$ cat src/rtl/qoi_chunk_packer.sv
// qoi_chunk_packer
// Packs variable-length encoder chunks (0..4 bytes per cycle) into 32-bit
// words and queues them in a small output FIFO. On flush it appends the
// 8-byte end marker (00 00 00 00 00 00 00 01), pushes any final partial
// word, and then raises done.
//
// Ports
//   clk          sole clock, rising edge
//   rst          synchronous active-high reset
//   chunk        encoder chunk, left-justified (byte 0 = chunk[31:24])
//   chunk_bytes  valid bytes in chunk (0..4; 5..7 treated as 0)
//   flush        single-cycle end-of-image request
//   out_word     FIFO head word, left-justified
//   out_bytes    valid bytes in out_word (1..4), 0 when out_valid=0
//   out_valid    out_word holds a word
//   out_ready    consumer accepts the head word when out_valid && out_ready
//   overflow     sticky: a packed word was dropped because the FIFO was full
//   done         end marker and final partial word have been pushed
//
// state | meaning
// RUN   | packing encoder chunks; flush moves on to the marker
// MARK0 | injecting marker bytes 00 00 00 00
// MARK1 | injecting marker bytes 00 00 00 01
// TAIL  | pushing the leftover residual bytes as a short word
// DONE  | image complete; FIFO keeps draining until rst
module qoi_chunk_packer #(
    parameter int FIFO_DEPTH = 4
) (
    input  logic        clk,
    input  logic        rst,
    input  logic [31:0] chunk,
    input  logic [2:0]  chunk_bytes,
    input  logic        flush,
    output logic [31:0] out_word,
    output logic [2:0]  out_bytes,
    output logic        out_valid,
    input  logic        out_ready,
    output logic        overflow,
    output logic        done
);

    localparam int AW = $clog2(FIFO_DEPTH);

    typedef enum logic [2:0] {RUN, MARK0, MARK1, TAIL, DONE} state_t;

    state_t      state, state_nxt;

    logic [23:0] res_data, res_data_nxt;
    logic [1:0]  res_cnt, res_cnt_nxt;

    logic [31:0] fifo_word  [FIFO_DEPTH];
    logic [2:0]  fifo_bytes [FIFO_DEPTH];
    logic [AW:0] wr_ptr, rd_ptr;
    logic        fifo_empty, fifo_full, pop, can_push;

    logic [31:0] in_data, in_mask;
    logic [2:0]  in_cnt, total;
    logic [55:0] cat;

    logic        push, drop;
    logic [31:0] push_word;
    logic [2:0]  push_bytes;

    // Extra pointer bit separates full from empty when the indices match.
    assign fifo_empty = (wr_ptr == rd_ptr);
    assign fifo_full  = (wr_ptr[AW] != rd_ptr[AW]) &&
                        (wr_ptr[AW-1:0] == rd_ptr[AW-1:0]);
    assign pop        = !fifo_empty && out_ready;
    assign can_push   = !fifo_full || pop;

    assign out_valid  = !fifo_empty;
    assign out_word   = fifo_empty ? 32'h0 : fifo_word[rd_ptr[AW-1:0]];
    assign out_bytes  = fifo_empty ? 3'd0  : fifo_bytes[rd_ptr[AW-1:0]];
    assign done       = (state == DONE);

    // Input byte source: encoder in RUN, marker bytes in MARK0/MARK1.
    always_comb begin
        in_data = 32'h0;
        in_cnt  = 3'd0;
        case (state)
            RUN: begin
                in_data = chunk;
                in_cnt  = (chunk_bytes <= 3'd4) ? chunk_bytes : 3'd0;
            end
            MARK0: begin
                in_data = 32'h0000_0000;
                in_cnt  = 3'd4;
            end
            MARK1: begin
                in_data = 32'h0000_0001;
                in_cnt  = 3'd4;
            end
            default: ;
        endcase
    end

    always_comb begin
        in_mask = 32'h0;
        case (in_cnt)
            3'd1:    in_mask = 32'hFF00_0000;
            3'd2:    in_mask = 32'hFFFF_0000;
            3'd3:    in_mask = 32'hFFFF_FF00;
            3'd4:    in_mask = 32'hFFFF_FFFF;
            default: in_mask = 32'h0;
        endcase
    end

    // Residual bytes first, new bytes appended right after them. The low two
    // bits of total are the residual count afterwards whether or not a word
    // is taken off the front (total is at most 7).
    assign cat   = {res_data, 32'h0} |
                   ({in_data & in_mask, 24'h0} >> {res_cnt, 3'b000});
    assign total = {1'b0, res_cnt} + in_cnt;

    always_comb begin
        state_nxt    = state;
        push         = 1'b0;
        drop         = 1'b0;
        push_word    = cat[55:24];
        push_bytes   = 3'd4;
        res_data_nxt = res_data;
        res_cnt_nxt  = res_cnt;
        case (state)
            RUN: begin
                if (total[2]) begin
                    // Encoder cannot stall: if the FIFO has no room the word
                    // is lost but packing continues from the remainder.
                    push         = can_push;
                    drop         = !can_push;
                    res_data_nxt = cat[23:0];
                end else begin
                    res_data_nxt = cat[55:32];
                end
                res_cnt_nxt = total[1:0];
                if (flush) state_nxt = MARK0;
            end
            MARK0, MARK1: begin
                // Marker bytes are never dropped; wait for room instead.
                if (can_push) begin
                    push         = 1'b1;
                    res_data_nxt = cat[23:0];
                    res_cnt_nxt  = total[1:0];
                    state_nxt    = (state == MARK0) ? MARK1 : TAIL;
                end
            end
            TAIL: begin
                if (res_cnt == 2'd0) begin
                    state_nxt = DONE;
                end else if (can_push) begin
                    push         = 1'b1;
                    push_word    = {res_data, 8'h0};
                    push_bytes   = {1'b0, res_cnt};
                    res_data_nxt = 24'h0;
                    res_cnt_nxt  = 2'd0;
                    state_nxt    = DONE;
                end
            end
            default: ;
        endcase
    end

    always_ff @(posedge clk) begin
        if (rst) begin
            state    <= RUN;
            res_data <= 24'h0;
            res_cnt  <= 2'd0;
            wr_ptr   <= '0;
            rd_ptr   <= '0;
            overflow <= 1'b0;
        end else begin
            state    <= state_nxt;
            res_data <= res_data_nxt;
            res_cnt  <= res_cnt_nxt;
            if (push) wr_ptr <= wr_ptr + 1'b1;
            if (pop)  rd_ptr <= rd_ptr + 1'b1;
            if (drop) overflow <= 1'b1;
        end
    end

    // Storage needs no reset; the outputs are gated by fifo_empty.
    always_ff @(posedge clk) begin
        if (!rst && push) begin
            fifo_word[wr_ptr[AW-1:0]]  <= push_word;
            fifo_bytes[wr_ptr[AW-1:0]] <= push_bytes;
        end
    end

endmodule

$ cat config.mk
export PLATFORM = sky130hd
export DESIGN_NAME = qoi_chunk_packer
export DESIGN_NICKNAME = d
export VERILOG_FILES = /design/src/rtl/qoi_chunk_packer.sv
export SDC_FILE = /design/constraint.sdc
export NUM_CORES = 1
export LEC_CHECK = 0
export CORE_AREA = 2 2 95 189
export DETAILED_ROUTE_END_ITERATION = 8
export DIE_AREA = 0 0 97 191
export HOLD_SLACK_MARGIN = 0.12
export PLACE_DENSITY = 0.76
export SYNTH_ARGS = -nofsm -noshare
export SYNTH_HDL_FRONTEND = slang
export SYNTH_SLANG_ARGS = --single-unit
$ cat constraint.sdc
create_clock -name clk -period 7.2 [get_ports clk]
set_input_delay 1.44 -clock clk [delete_from_list [all_inputs] [get_ports clk]]
set_output_delay 1.44 -clock clk [all_outputs]
set_load 0.005 [all_outputs]
==> results of run 1 <==
[path summary, 6_finish.rpt]
check             slack (ps)  cells past startpoint                         end
setup / recovery        2300                     10  fifo_bytes[1][0]$_DFFE_PP_
hold / removal           500                      1   res_data[11]$_SDFFE_PP0P_
setup reg to reg        3170                     11  fifo_bytes[1][0]$_DFFE_PP_
hold reg to reg          500                      1   res_data[11]$_SDFFE_PP0P_
[power by group through the flow]
stage	clock network [mW]	registers, mW	logic (mW)
after floorplan	0	1.34	0.687
after global placement	0	1.36	1.22
after detailed placement	0	1.37	1.24
after CTS	0.948	1.35	1.24
after global routing	0.986	1.36	1.32
final	0.930	1.35	1.22
[cells in the final DEF, fill, tap and decap left out, drive strengths merged, types with 5 or more instances in the layout]
cell type and instances:
a22o 7, clkbuf 17, o211ai 10, clkdlybuf4s50 76
dfxtp 38, a222oi 6, o221ai 7, nand2 29
buf 9, nor2b 5, mux4 35, a221o 21
and2 35, nor3 7, nand2b 14, and3 7
or2 6, a21o 9, o21a 9, a21oi 57
nand3 9, ha 6, o21ai 21, edfxtp 140
nor2 24, inv 22, clkinv 7
[layout make-up]
class                      instances  area share
multi-input combinational        382       0.322
sequential                       178       0.500
clock inverter                    15      0.0199
inverter                          15     0.00567
clock buffer                      17      0.0428
timing repair buffer              85      0.0834
tap                              210      0.0264
[Yosys cell counts, types with 4 or more instances]
cell      count
o21ai_0      18
a221o_2       9
a221o_1      12
o211ai_1      9
a222oi_1      6
inv_1        14
buf_2        10
dfxtp_1      38
nand2_1      29
and3_1        7
nor2b_1       5
nand3_1       9
or2_2         6
o21a_1        9
nand2b_1     14
a22o_1        7
and2b_1       4
a21o_1        9
ha_1          6
o221ai_1      7
nor2_1       24
and2_1       35
clkbuf_1     24
edfxtp_1    140
a21oi_1      55
mux4_2       35
nand3b_1      4
a31oi_1       4
nor3_1        4
[state kept, by name, indices dropped and copies added, names as in the netlist, named ones only]
| name | flops |
|---|---|
| res_cnt | 2 |
| overflow | 1 |
| wr_ptr | 3 |
| fifo_bytes | 12 |
| state | 3 |
| res_data | 24 |
| rd_ptr | 3 |
| fifo_word | 128 |
[metal layers]
metal | vias up | global-route usage | routed length, um
met5 | - | 0 | 0
met4 | 0 | 0.156 | 1720
met3 | 75 | 0.0435 | 1530
met2 | 349 | 0.416 | 11200
met1 | 2855 | 0.290 | 7700
li1 | 2536 | - | -
[cells by family (layout without fill, tap and decap cells)]
group           Yosys count  in the layout  synth area share
mux                      41             41             0.101
buf+inv                  55            132            0.0301
fa+ha+maj                 7              7            0.0113
xor+xnor                  5              5           0.00521
compound gates          166            166             0.144
simple gates            163            163             0.118
flops                   178            178             0.590
[per-stage QoR]
stage,std cells,area [um^2]
after floorplan,615,8410
after global placement,870,9310
after detailed placement,870,9310
after CTS,902,9930
after global routing,902,9930
final,902,9930
==> key figures, run 1 <==
Outcome
  – Outcome: finished, final reports clean

Detailed routing
  – Post-DR wirelength/cell: 24.6 um
  – DR pass1 iterations: 7
  – ANT nets after route: 0
  – Routed vias/inst: 6.45
  – Initial drt markers: 666
  – Routed wire length: 22.2 mm
  – # DRC: 0
  – Total number of vias: 5815

STA
  – Final worst-path cycle share: 0.680
  – Worst Tran Pin Value: 1180 ps
  – Rel. slew slack: 0.213
  – Setup WS post-layout: 2300 ps
  – Final Critical Period: 4900 ps
  – Peak Freq: 204 MHz
  – Clk_skew: 11.6 ps
  – Setup TNS: 0 ps
  – Final hold violation count: 0
  – RSZ-0062 raised after global routing: false
  – Slew Limit Fails: 0
  – Final setup vio count: 0
  – Final worst hold slack: 497 ps

Yosys
  – Synth area leader: edfxtp_1
  – Synth Net Count: 661
  – Synthesized flop and latch total: 178
  – Top_reg_cell synth: edfxtp_1
  – Post-synth cell types: 68
  – Fraction of registers with async set/reset: 0
  – Syn. warnings: 0
  – Cells after Synth: 615
  – Syn Std Cell Area: 8410 um^2
  – Dominant cells by area after synthesis: edfxtp_1, mux4_2, dfxtp_1, a21oi_1, and2_1
  – Area share of the largest cell type after synthesis: 0.500
  – Seq/Total Area, Yosys: 0.590
  – Syn avg cell area: 13.7 um^2
  – Post-synth EDFFs: 140

Global routing
  – Grt ovf: 0
  – Global Route Usage Sum: 0.246
  – Antenna violations before repair: 0
  – Vias in the first global route: 5661
  – Pin count of the biggest net entering global routing: 39
  – Global-route wire length before repair: 33.9 mm

Placed design
  – Detailed placement HPWL: 15.0 mm
  – Gpl congestion: 0.957
  – Port bufs: 76
  – Setup slack at placement: 1920 ps

Worst setup path
  – Reg-to-Reg Start: state[0]$_SDFFE_PP0P_
  – Worst setup SP type: primary input
  – CP required: 7260 ps
  – WP data arrival: 4960 ps
  – Worst path max stage delay: 640 ps
  – Crit. End Element: flip-flop
  – CP cell instances: clkdlybuf4s50_1 -> nor2b_1 -> nand2_1 -> fa_1 -> or3b_1 -> o22ai_2 -> or2_2 -> a21oi_2 -> and3_1 -> buf_4
  – Largest delay contributor family on the critical path: simple AND/OR/NAND/NOR gates
  – Crit path buf inv count: 2
  – Critical Path Source: chunk_bytes[1]
  – Crit path kind: in2reg
  – Critical-path top delay cell: clkdlybuf4s50_1
  – Critical path fanouts, max: 35

Finish
  – Fillers: 1318
  – Multi-input logic area: 3200 um^2
  – Diode count: 0
  – Share of cells above drive strength 1: 0.165
  – Layout Utilization: 0.581
  – Final Net Count: 725
  – Synth-to-Final Area Change: 18.1%
  – Sequential cell area: 4970 um^2

Pwr
  – P_sw: 1.11 mW
  – Max VDD drop: 0.281 mV
  – Switching share of power: 0.318
  – PD cells: 353 nW/um^2
  – Sequential power share: 0.385
  – Leakage: 3.39 nW
  – Power, Total: 3.50 mW
  – Clk pwr share: 0.266
  – Internal Pwr Total: 2.39 mW
  – Combinational share of power: 0.349

Clock tree
  – Post_cts resized: 0
  – Setup repair bufs after CTS: 0
  – H-tree levels: 4
  – Clock Pin Slew Worst Setup and Hold Paths: 70 ps
  – # hold bufs at CTS: 0
  – CTS Sinks: 178
  – Worst-skew pair later-pin latency: 430 ps
  – Max Root-Sink Buffers: 2
  – Clock root buffer master: clkbuf_16
  – CTS tree: yes
  – Cts bufs inserted: 17

Die
  – I/O Pins: 77
  – Starting Density: 0.492
  – Die area: 18500 um^2
  – Placeable Area: 17100 um^2
  – Die Y-Extent: 191 um
  – Die width: 97 um
  – Row count: 68

Job
  – Max-Cap Viols: 0

Worst hold path
  – Hold wc startpoint: res_data[11]$_SDFFE_PP0P_
  – Hold Crit Class: reg2reg
Note: power is estimated with default switching activity, not from simulation.
==> run 2: changes to the inputs <==
==> constraint.sdc (replaced) <==
create_clock -name clk -period 5 [get_ports clk]
set_input_delay 1 -clock clk [delete_from_list [all_inputs] [get_ports clk]]
set_output_delay 1 -clock clk [all_outputs]
set_load 0.005 [all_outputs]
==> run 2 against run 1 <==
Net effect: setup slack worse by 1300 ps; first-iteration DRC count is 13% lower; sequential cell count stayed put; global-route usage is 0.28 points higher; highest routed layer unchanged; die area stayed put; hold slack worse by 3.1 ps; register-to-register slack worse by 2000 ps; routed wire length is 1.2% higher; critical path depth is 1 higher; non-clock buffer count is 6 higher; cell area is 0.67% higher; clock power is 44% higher.
==> key figures, run 2 (synthesis results as in run 1) <==
Outcome
  – Outcome: finished, final reports clean

STA
  – Clk_skew: 14.6 ps (+2.98 ps)
  – Final worst hold slack: 493 ps (-3.12 ps)
  – Setup TNS: 0 ps (unchanged)
  – Peak Freq: 252 MHz
  – Final worst-path cycle share: 0.793
  – Setup WS post-layout: 1030 ps (-1270 ps)
  – Final hold violation count: 0 (unchanged)
  – Slew Limit Fails: 0 (unchanged)
  – Final setup vio count: 0 (unchanged)
  – Final Critical Period: 3970 ps
  – Rel. slew slack: 0.250 (+0.0369)
  – Worst Tran Pin Value: 1130 ps (-51.0 ps)
  – RSZ-0062 raised after global routing: false

Global routing
  – Global-route wire length before repair: 34.2 mm (+0.75%)
  – Global Route Usage Sum: 0.249 (+0.00285)
  – Grt ovf: 0 (unchanged)
  – Vias in the first global route: 5722 (+1.1%)
  – Pin count of the biggest net entering global routing: 39 (unchanged)
  – Antenna violations before repair: 0 (unchanged)

Worst setup path
  – WP data arrival: 4080 ps (-880 ps)
  – Reg-to-Reg Start: state[0]$_SDFFE_PP0P_
  – CP required: 5110 ps (-2150 ps)
  – Critical-path top delay cell: clkdlybuf4s50_1
  – Crit path kind: in2reg
  – Critical path fanouts, max: 35 (unchanged)
  – Worst setup SP type: primary input
  – Crit. End Element: flip-flop
  – CP cell instances: clkdlybuf4s50_1 -> nor3b_1 -> ha_1 -> inv_1 -> fa_1 -> or3b_1 -> o22ai_2 -> or2_2 -> a21oi_2 -> and3_1 -> buf_12
  – Worst path max stage delay: 610 ps (-30 ps)
  – Critical Path Source: chunk_bytes[0]

Job
  – Max-Cap Viols: 0 (unchanged)

Pwr
  – Combinational share of power: 0.350 (about the same)
  – Leakage: 3.42 nW (+1.0%)
  – Switching share of power: 0.312 (-0.00606)
  – P_sw: 1.58 mW (+42%)
  – PD cells: 508 nW/um^2 (+44%)
  – Sequential power share: 0.386 (about the same)
  – Internal Pwr Total: 3.50 mW (+46%)
  – Max VDD drop: 0.492 mV (+75%)
  – Clk pwr share: 0.264 (-0.002)

Clock tree
  – Worst-skew pair later-pin latency: 430 ps (about the same)
  – CTS Sinks: 178 (unchanged)
  – Setup repair bufs after CTS: 0 (unchanged)
  – Post_cts resized: 0 (unchanged)
  – Clock root buffer master: clkbuf_16
  – H-tree levels: 4 (unchanged)
  – # hold bufs at CTS: 0 (unchanged)
  – Clock Pin Slew Worst Setup and Hold Paths: 70 ps (about the same)
  – Max Root-Sink Buffers: 2 (unchanged)
  – Cts bufs inserted: 17 (unchanged)
  – CTS tree: yes

Finish
  – Final Net Count: 731 (+0.83%)
  – Commonest cells after routing, fill and taps aside: edfxtp_1, clkdlybuf4s50_1, a21oi_1
  – Diode count: 0 (unchanged)
  – Synth-to-Final Area Change: 18.9%
  – Commonest non-fill, non-tap cell in the layout: edfxtp_1
  – Max reg flops: 128 (unchanged)
  – Share of cells above drive strength 1: 0.170 (+0.00575)

Detailed routing
  – Total number of vias: 5833 (+0.31%)
  – DR pass1 iterations: 5 (-2)
  – ANT nets after route: 0 (unchanged)
  – Initial drt markers: 577 (-13%)
  – # DRC: 0 (unchanged)
  – Routed wire length: 22.4 mm (+1.2%)
  – Routed vias/inst: 6.42 (-0.35%)
  – Post-DR wirelength/cell: 24.7 um (+0.54%)

Placed design
  – Port bufs: 76 (unchanged)
  – Detailed placement HPWL: 15.3 mm (+2.5%)
  – Setup slack at placement: 625 ps (-1300 ps)
  – Gpl congestion: 0.950 (-0.75%)

Die
  – Starting Density: 0.492 (unchanged)
  – Die Y-Extent: 191 um (unchanged)
  – Placeable Area: 17100 um^2 (unchanged)
  – I/O Pins: 77 (unchanged)
  – Row count: 68 (unchanged)
  – Die area: 18500 um^2 (unchanged)
  – Die width: 97 um (unchanged)

Worst hold path
  – Hold Crit Class: reg2reg
  – Hold wc startpoint: res_data[9]$_SDFFE_PP0P_
-- run 2: cell count changes in the layout (fill, tap and decap cells not counted), moves of 2 or more --
| cell | change |
|---|---|
| clkinv_8 | -5 |
| buf_12 | +4 |
| inv_8 | +4 |
| buf_4 | +2 |
| inv_12 | -2 |
-- run 2: path summary, 6_finish.rpt --
| path | end | cells after the start | slack (ps) |
|---|---|---|---|
| hold / removal | res_data[9]$_SDFFE_PP0P_ | 1 | 490 |
| setup / recovery | fifo_word[1][5]$_DFFE_PP_ | 11 | 1030 |
| hold reg to reg | res_data[9]$_SDFFE_PP0P_ | 1 | 490 |
| setup reg to reg | fifo_word[1][5]$_DFFE_PP_ | 11 | 1140 |
-- run 2: cell type report --
| type | instances | area (um^2) |
|---|---|---|
| clock buffers | 17 | 425 |
| clock inverters | 15 | 175 |
| fillers | 1305 | 7100 |
| inverters | 15 | 56.3 |
| multi-input cells | 382 | 3190 |
| flip-flops and latches | 178 | 4970 |
| well taps | 210 | 263 |
| repair buffers | 91 | 923 |
-- run 2: metrics by stage --
step	area [um^2]	instances	utilization	total power, mW
5_1_grt	10000	908	0.585	5.32
3_3_place_gp	9400	876	0.550	3.74
4_1_cts	10000	908	0.585	5.13
3_5_place_dp	9400	876	0.550	3.78
6_report	10000	908	0.585	5.08
2_1_floorplan	8410	615	-	2.93
-- run 2: power by group through the flow --
stage               logic [mW]  clock network, mW  registers (mW)
CTS                       1.80               1.36            1.96
global placement          1.77                  0            1.97
global route              1.92               1.42            1.98
finish                    1.78               1.34            1.96
floorplan                0.990                  0            1.94
detailed placement        1.80                  0            1.99
-- run 2: routing by layer --
layer | up-vias | track usage | routed length (um)
met5 | - | 0 | 0
met4 | 0 | 0.154 | 1590
met3 | 75 | 0.0494 | 1580
met2 | 359 | 0.420 | 11400
met1 | 2844 | 0.292 | 7820
li1 | 2555 | - | -
-- run 2: worst max-delay path: cells and delay by family --
family                     cells  cell delay [ps]
AOI/OAI and AO/OA              2              410
adders and majority gates      2              610
buffers and inverters          3              900
and+or+nand+nor                4             1120
==> run 3: changes to the inputs <==
--- a/config.mk
+++ b/config.mk
@@ -9,7 +9,7 @@
 export DETAILED_ROUTE_END_ITERATION = 8
 export DIE_AREA = 0 0 97 191
 export HOLD_SLACK_MARGIN = 0.12
-export PLACE_DENSITY = 0.76
+export PLACE_DENSITY = 0.79
 export SYNTH_ARGS = -nofsm -noshare
 export SYNTH_HDL_FRONTEND = slang
 export SYNTH_SLANG_ARGS = --single-unit
==> constraint.sdc (replaced) <==
create_clock -name clk -period 3.18 [get_ports clk]
set_input_delay 0.636 -clock clk [delete_from_list [all_inputs] [get_ports clk]]
set_output_delay 0.636 -clock clk [all_outputs]
set_load 0.005 [all_outputs]
==> run 3 against run 2 <==
Net effect: hold slack got worse by 6.7 ps; non-clock buffer count up 50; critical path depth unchanged; first-iteration DRC count grew 42%; sequential cell count stayed put; count of clock-buffer cells in the layout grew 1; largest cell class unchanged; final cell count grew 5.5%; highest routed layer unchanged.
==> key figures, run 3 (synthesis results as in run 1) <==
Pwr
  – Internal Pwr Total: 5.61 mW (+61%)
  – P_sw: 2.48 mW (+57%)
  – Leakage: 3.67 nW (+7.2%)
  – Sequential power share: 0.380 (-0.006)
  – Clk pwr share: 0.247 (-0.017)
  – Switching share of power: 0.307 (-0.00514)
  – Max VDD drop: 0.405 mV (-18%)
  – PD cells: 775 nW/um^2 (+53%)
  – Combinational share of power: 0.373 (+0.023)

Clock tree
  – Setup repair bufs after CTS: 0 (unchanged)
  – Clock Pin Slew Worst Setup and Hold Paths: 70 ps (about the same)
  – Cts bufs inserted: 17 (unchanged)
  – Worst-skew pair later-pin latency: 430 ps (about the same)
  – Max Root-Sink Buffers: 2 (unchanged)
  – Clock root buffer master: clkbuf_16
  – CTS Sinks: 178 (unchanged)
  – CTS tree: yes
  – H-tree levels: 4 (unchanged)

Placed design
  – Gpl congestion: 0.953 (+0.36%)
  – Setup slack at placement: -486 ps (-1110 ps)
  – Detailed placement HPWL: 15.8 mm (+2.9%)
  – Port bufs: 76 (unchanged)
  – Placed instance count: 926 (+5.7%)

Worst setup path
  – Crit path buf inv count: 2 (-1)
  – Worst setup SP type: flip-flop
  – Crit. End Element: flip-flop
  – CP required: 3310 ps (-1800 ps)
  – Critical R2R Capture: fifo_word[0][16]$_DFFE_PP_
  – R2r setup slk: 120 ps (-1020 ps)
  – Critical path fanouts, max: 22 (-37%)
  – Reg-to-Reg Start: state[0]$_SDFFE_PP0P_
  – WP data arrival: 3190 ps (-890 ps)
  – Worst path max stage delay: 430 ps (-180 ps)
  – Largest delay contributor family on the critical path: simple AND/OR/NAND/NOR gates
  – CP cell instances: or3_1 -> nor3b_2 -> ha_2 -> inv_1 -> fa_2 -> or3b_4 -> o22ai_4 -> or2_4 -> a21oi_4 -> and3_4 -> buf_12
  – FF-to-FF path depth: 11 (unchanged)
  – Critical-path top delay cell: or3_1
  – Crit path kind: reg2reg

Finish
  – Diode count: 0 (unchanged)
  – Finished Layout Cells: 958 (+5.5%)
  – Share of cells above drive strength 1: 0.239 (+0.0688)
  – Commonest cells after routing, fill and taps aside: edfxtp_1, clkdlybuf4s50_1, buf_4
  – Commonest non-fill, non-tap cell in the layout: edfxtp_1
  – Synth-to-Final Area Change: 24.2%
  – Final Net Count: 781 (+6.8%)
  – Max reg flops: 128 (unchanged)
  – Layout Utilization: 0.611 (+0.0260)

Die
  – Die Y-Extent: 191 um (unchanged)
  – Row count: 68 (unchanged)
  – Die width: 97 um (unchanged)
  – Die area: 18500 um^2 (unchanged)
  – I/O Pins: 77 (unchanged)
  – Starting Density: 0.492 (unchanged)
  – Placeable Area: 17100 um^2 (unchanged)

STA
  – Peak Freq: 327 MHz
  – Worst Tran Pin Value: 711 ps (-414 ps)
  – Slew Limit Fails: 0 (unchanged)
  – Final hold violation count: 0 (unchanged)
  – Final Critical Period: 3060 ps
  – Setup WS post-layout: 122 ps (-912 ps)
  – Final worst-path cycle share: 0.962
  – RSZ-0062 raised after global routing: false
  – Final setup vio count: 0 (unchanged)
  – Rel. slew slack: 0.523 (+0.273)
  – Clk_skew: 9.18 ps (-5.39 ps)
  – Setup TNS: 0 ps (unchanged)

Global routing
  – Met2 Track Usage GR: 0.398 (-0.0216)
  – M1 GR Usage: 0.302 (+0.0104)
  – Pin count of the biggest net entering global routing: 37 (-5.1%)
  – Global Route Usage Sum: 0.239 (-0.0103)
  – Vias in the first global route: 5894 (+3.0%)
  – Antenna violations before repair: 0 (unchanged)
  – Grt ovf: 0 (unchanged)
  – Layer with the highest usage: met2
  – Global-route wire length before repair: 33.6 mm (-1.7%)
  – Met3 Usage GRT: 0.0563 (+0.00695)

Worst hold path
  – Hold Crit Endpoint: overflow$_SDFFE_PP0P_
  – Hold Crit Class: reg2reg
  – Hold wc startpoint: overflow$_SDFFE_PP0P_
  – Hold Path Depth: 2 (+1)

Detailed routing
  – Routed vias/inst: 6.19 (-3.6%)
  – DR pass1 iterations: 6 (+1)
  – ANT nets after route: 0 (unchanged)
  – Post-DR wirelength/cell: 22.7 um (-8.0%)
  – Total number of vias: 5933 (+1.7%)
  – Routed wire length: 21.8 mm (-2.9%)
  – # DRC: 0 (unchanged)
  – Initial drt markers: 820 (+42%)

Job
  – Max-Cap Viols: 0 (unchanged)

Outcome
  – Outcome: finished, final reports clean
==> run 3: how the worst max path moves through the flow <==
| stage | cells past startpoint | from | slack [ps] | endpoint |
|---|---|---|---|---|
| 3_5_place_dp | 10 | chunk_bytes[2] | -490 | res_data[21]$_SDFFE_PP0P_ |
| 2_1_floorplan | 12 | state[2]$_SDFFE_PP0P_ | -20 | fifo_bytes[1][0]$_DFFE_PP_ |
| 3_3_place_gp | 10 | chunk_bytes[2] | -400 | res_data[21]$_SDFFE_PP0P_ |
| 4_1_cts | 11 | state[0]$_SDFFE_PP0P_ | 120 | fifo_bytes[1][2]$_DFFE_PP_ |
| 6_report | 11 | state[0]$_SDFFE_PP0P_ | 120 | fifo_word[0][16]$_DFFE_PP_ |
| 5_1_grt | 11 | state[0]$_SDFFE_PP0P_ | 20 | fifo_bytes[1][2]$_DFFE_PP_ |
==> run 3: power groups by stage <==
stage               combinational [mW]  sequential [mW]  clock, mW
floorplan                         1.59             3.04          0
global placement                  2.97             3.10          0
detailed placement                3.05             3.12          0
CTS                               3.08             3.08       2.02
global route                      3.24             3.10       2.12
finish                            3.02             3.07       2.00
==> run 3: cell type report <==
| type | instances | area (um^2) |
|---|---|---|
| clock buffer | 18 | 439 |
| clock inverter | 14 | 135 |
| fill | 1260 | 6660 |
| inverter | 15 | 56.3 |
| multi-input combinational | 382 | 3250 |
| sequential | 178 | 4970 |
| tap | 210 | 263 |
| timing repair buffer | 141 | 1340 |
==> run 3: worst reg2reg max path, delay by kind of cell, from the launching register on <==
kind                     cells  cell delay, ps
AND/OR/NAND/NOR              5            1400
adder cells (fa/ha/maj)      2             530
AO/OA/AOI/OAI                2             250
flip-flops                   1             320
buffers and inverters        2             230
==> run 3: metal layers <==
| layer | part of all wire | wire length [um] |
|---|---|---|
| met5 | 0 | 0 |
| met2 | 0.50 | 10900 |
| met4 | 0.034 | 733 |
| met1 | 0.38 | 8250 |
| met3 | 0.084 | 1840 |
==> run 3: timing repair <==
| action | in CTS | in global routing |
|---|---|---|
| endpoints found under the setup margin | 2 | 0 |
| hold buffers | 0 | 0 |
| resized for setup | 2 | 0 |
==> run 3: per-stage QoR <==
stage / power (mW) / hold WS, ps / area, um^2
global route: 8.46 / 507 / 10400
floorplan: 4.63 / 455 / 8470
finish: 8.10 / 487 / 10400
CTS: 8.18 / 490 / 10400
detailed placement: 6.17 / 467 / 9860
global placement: 6.07 / 454 / 9860
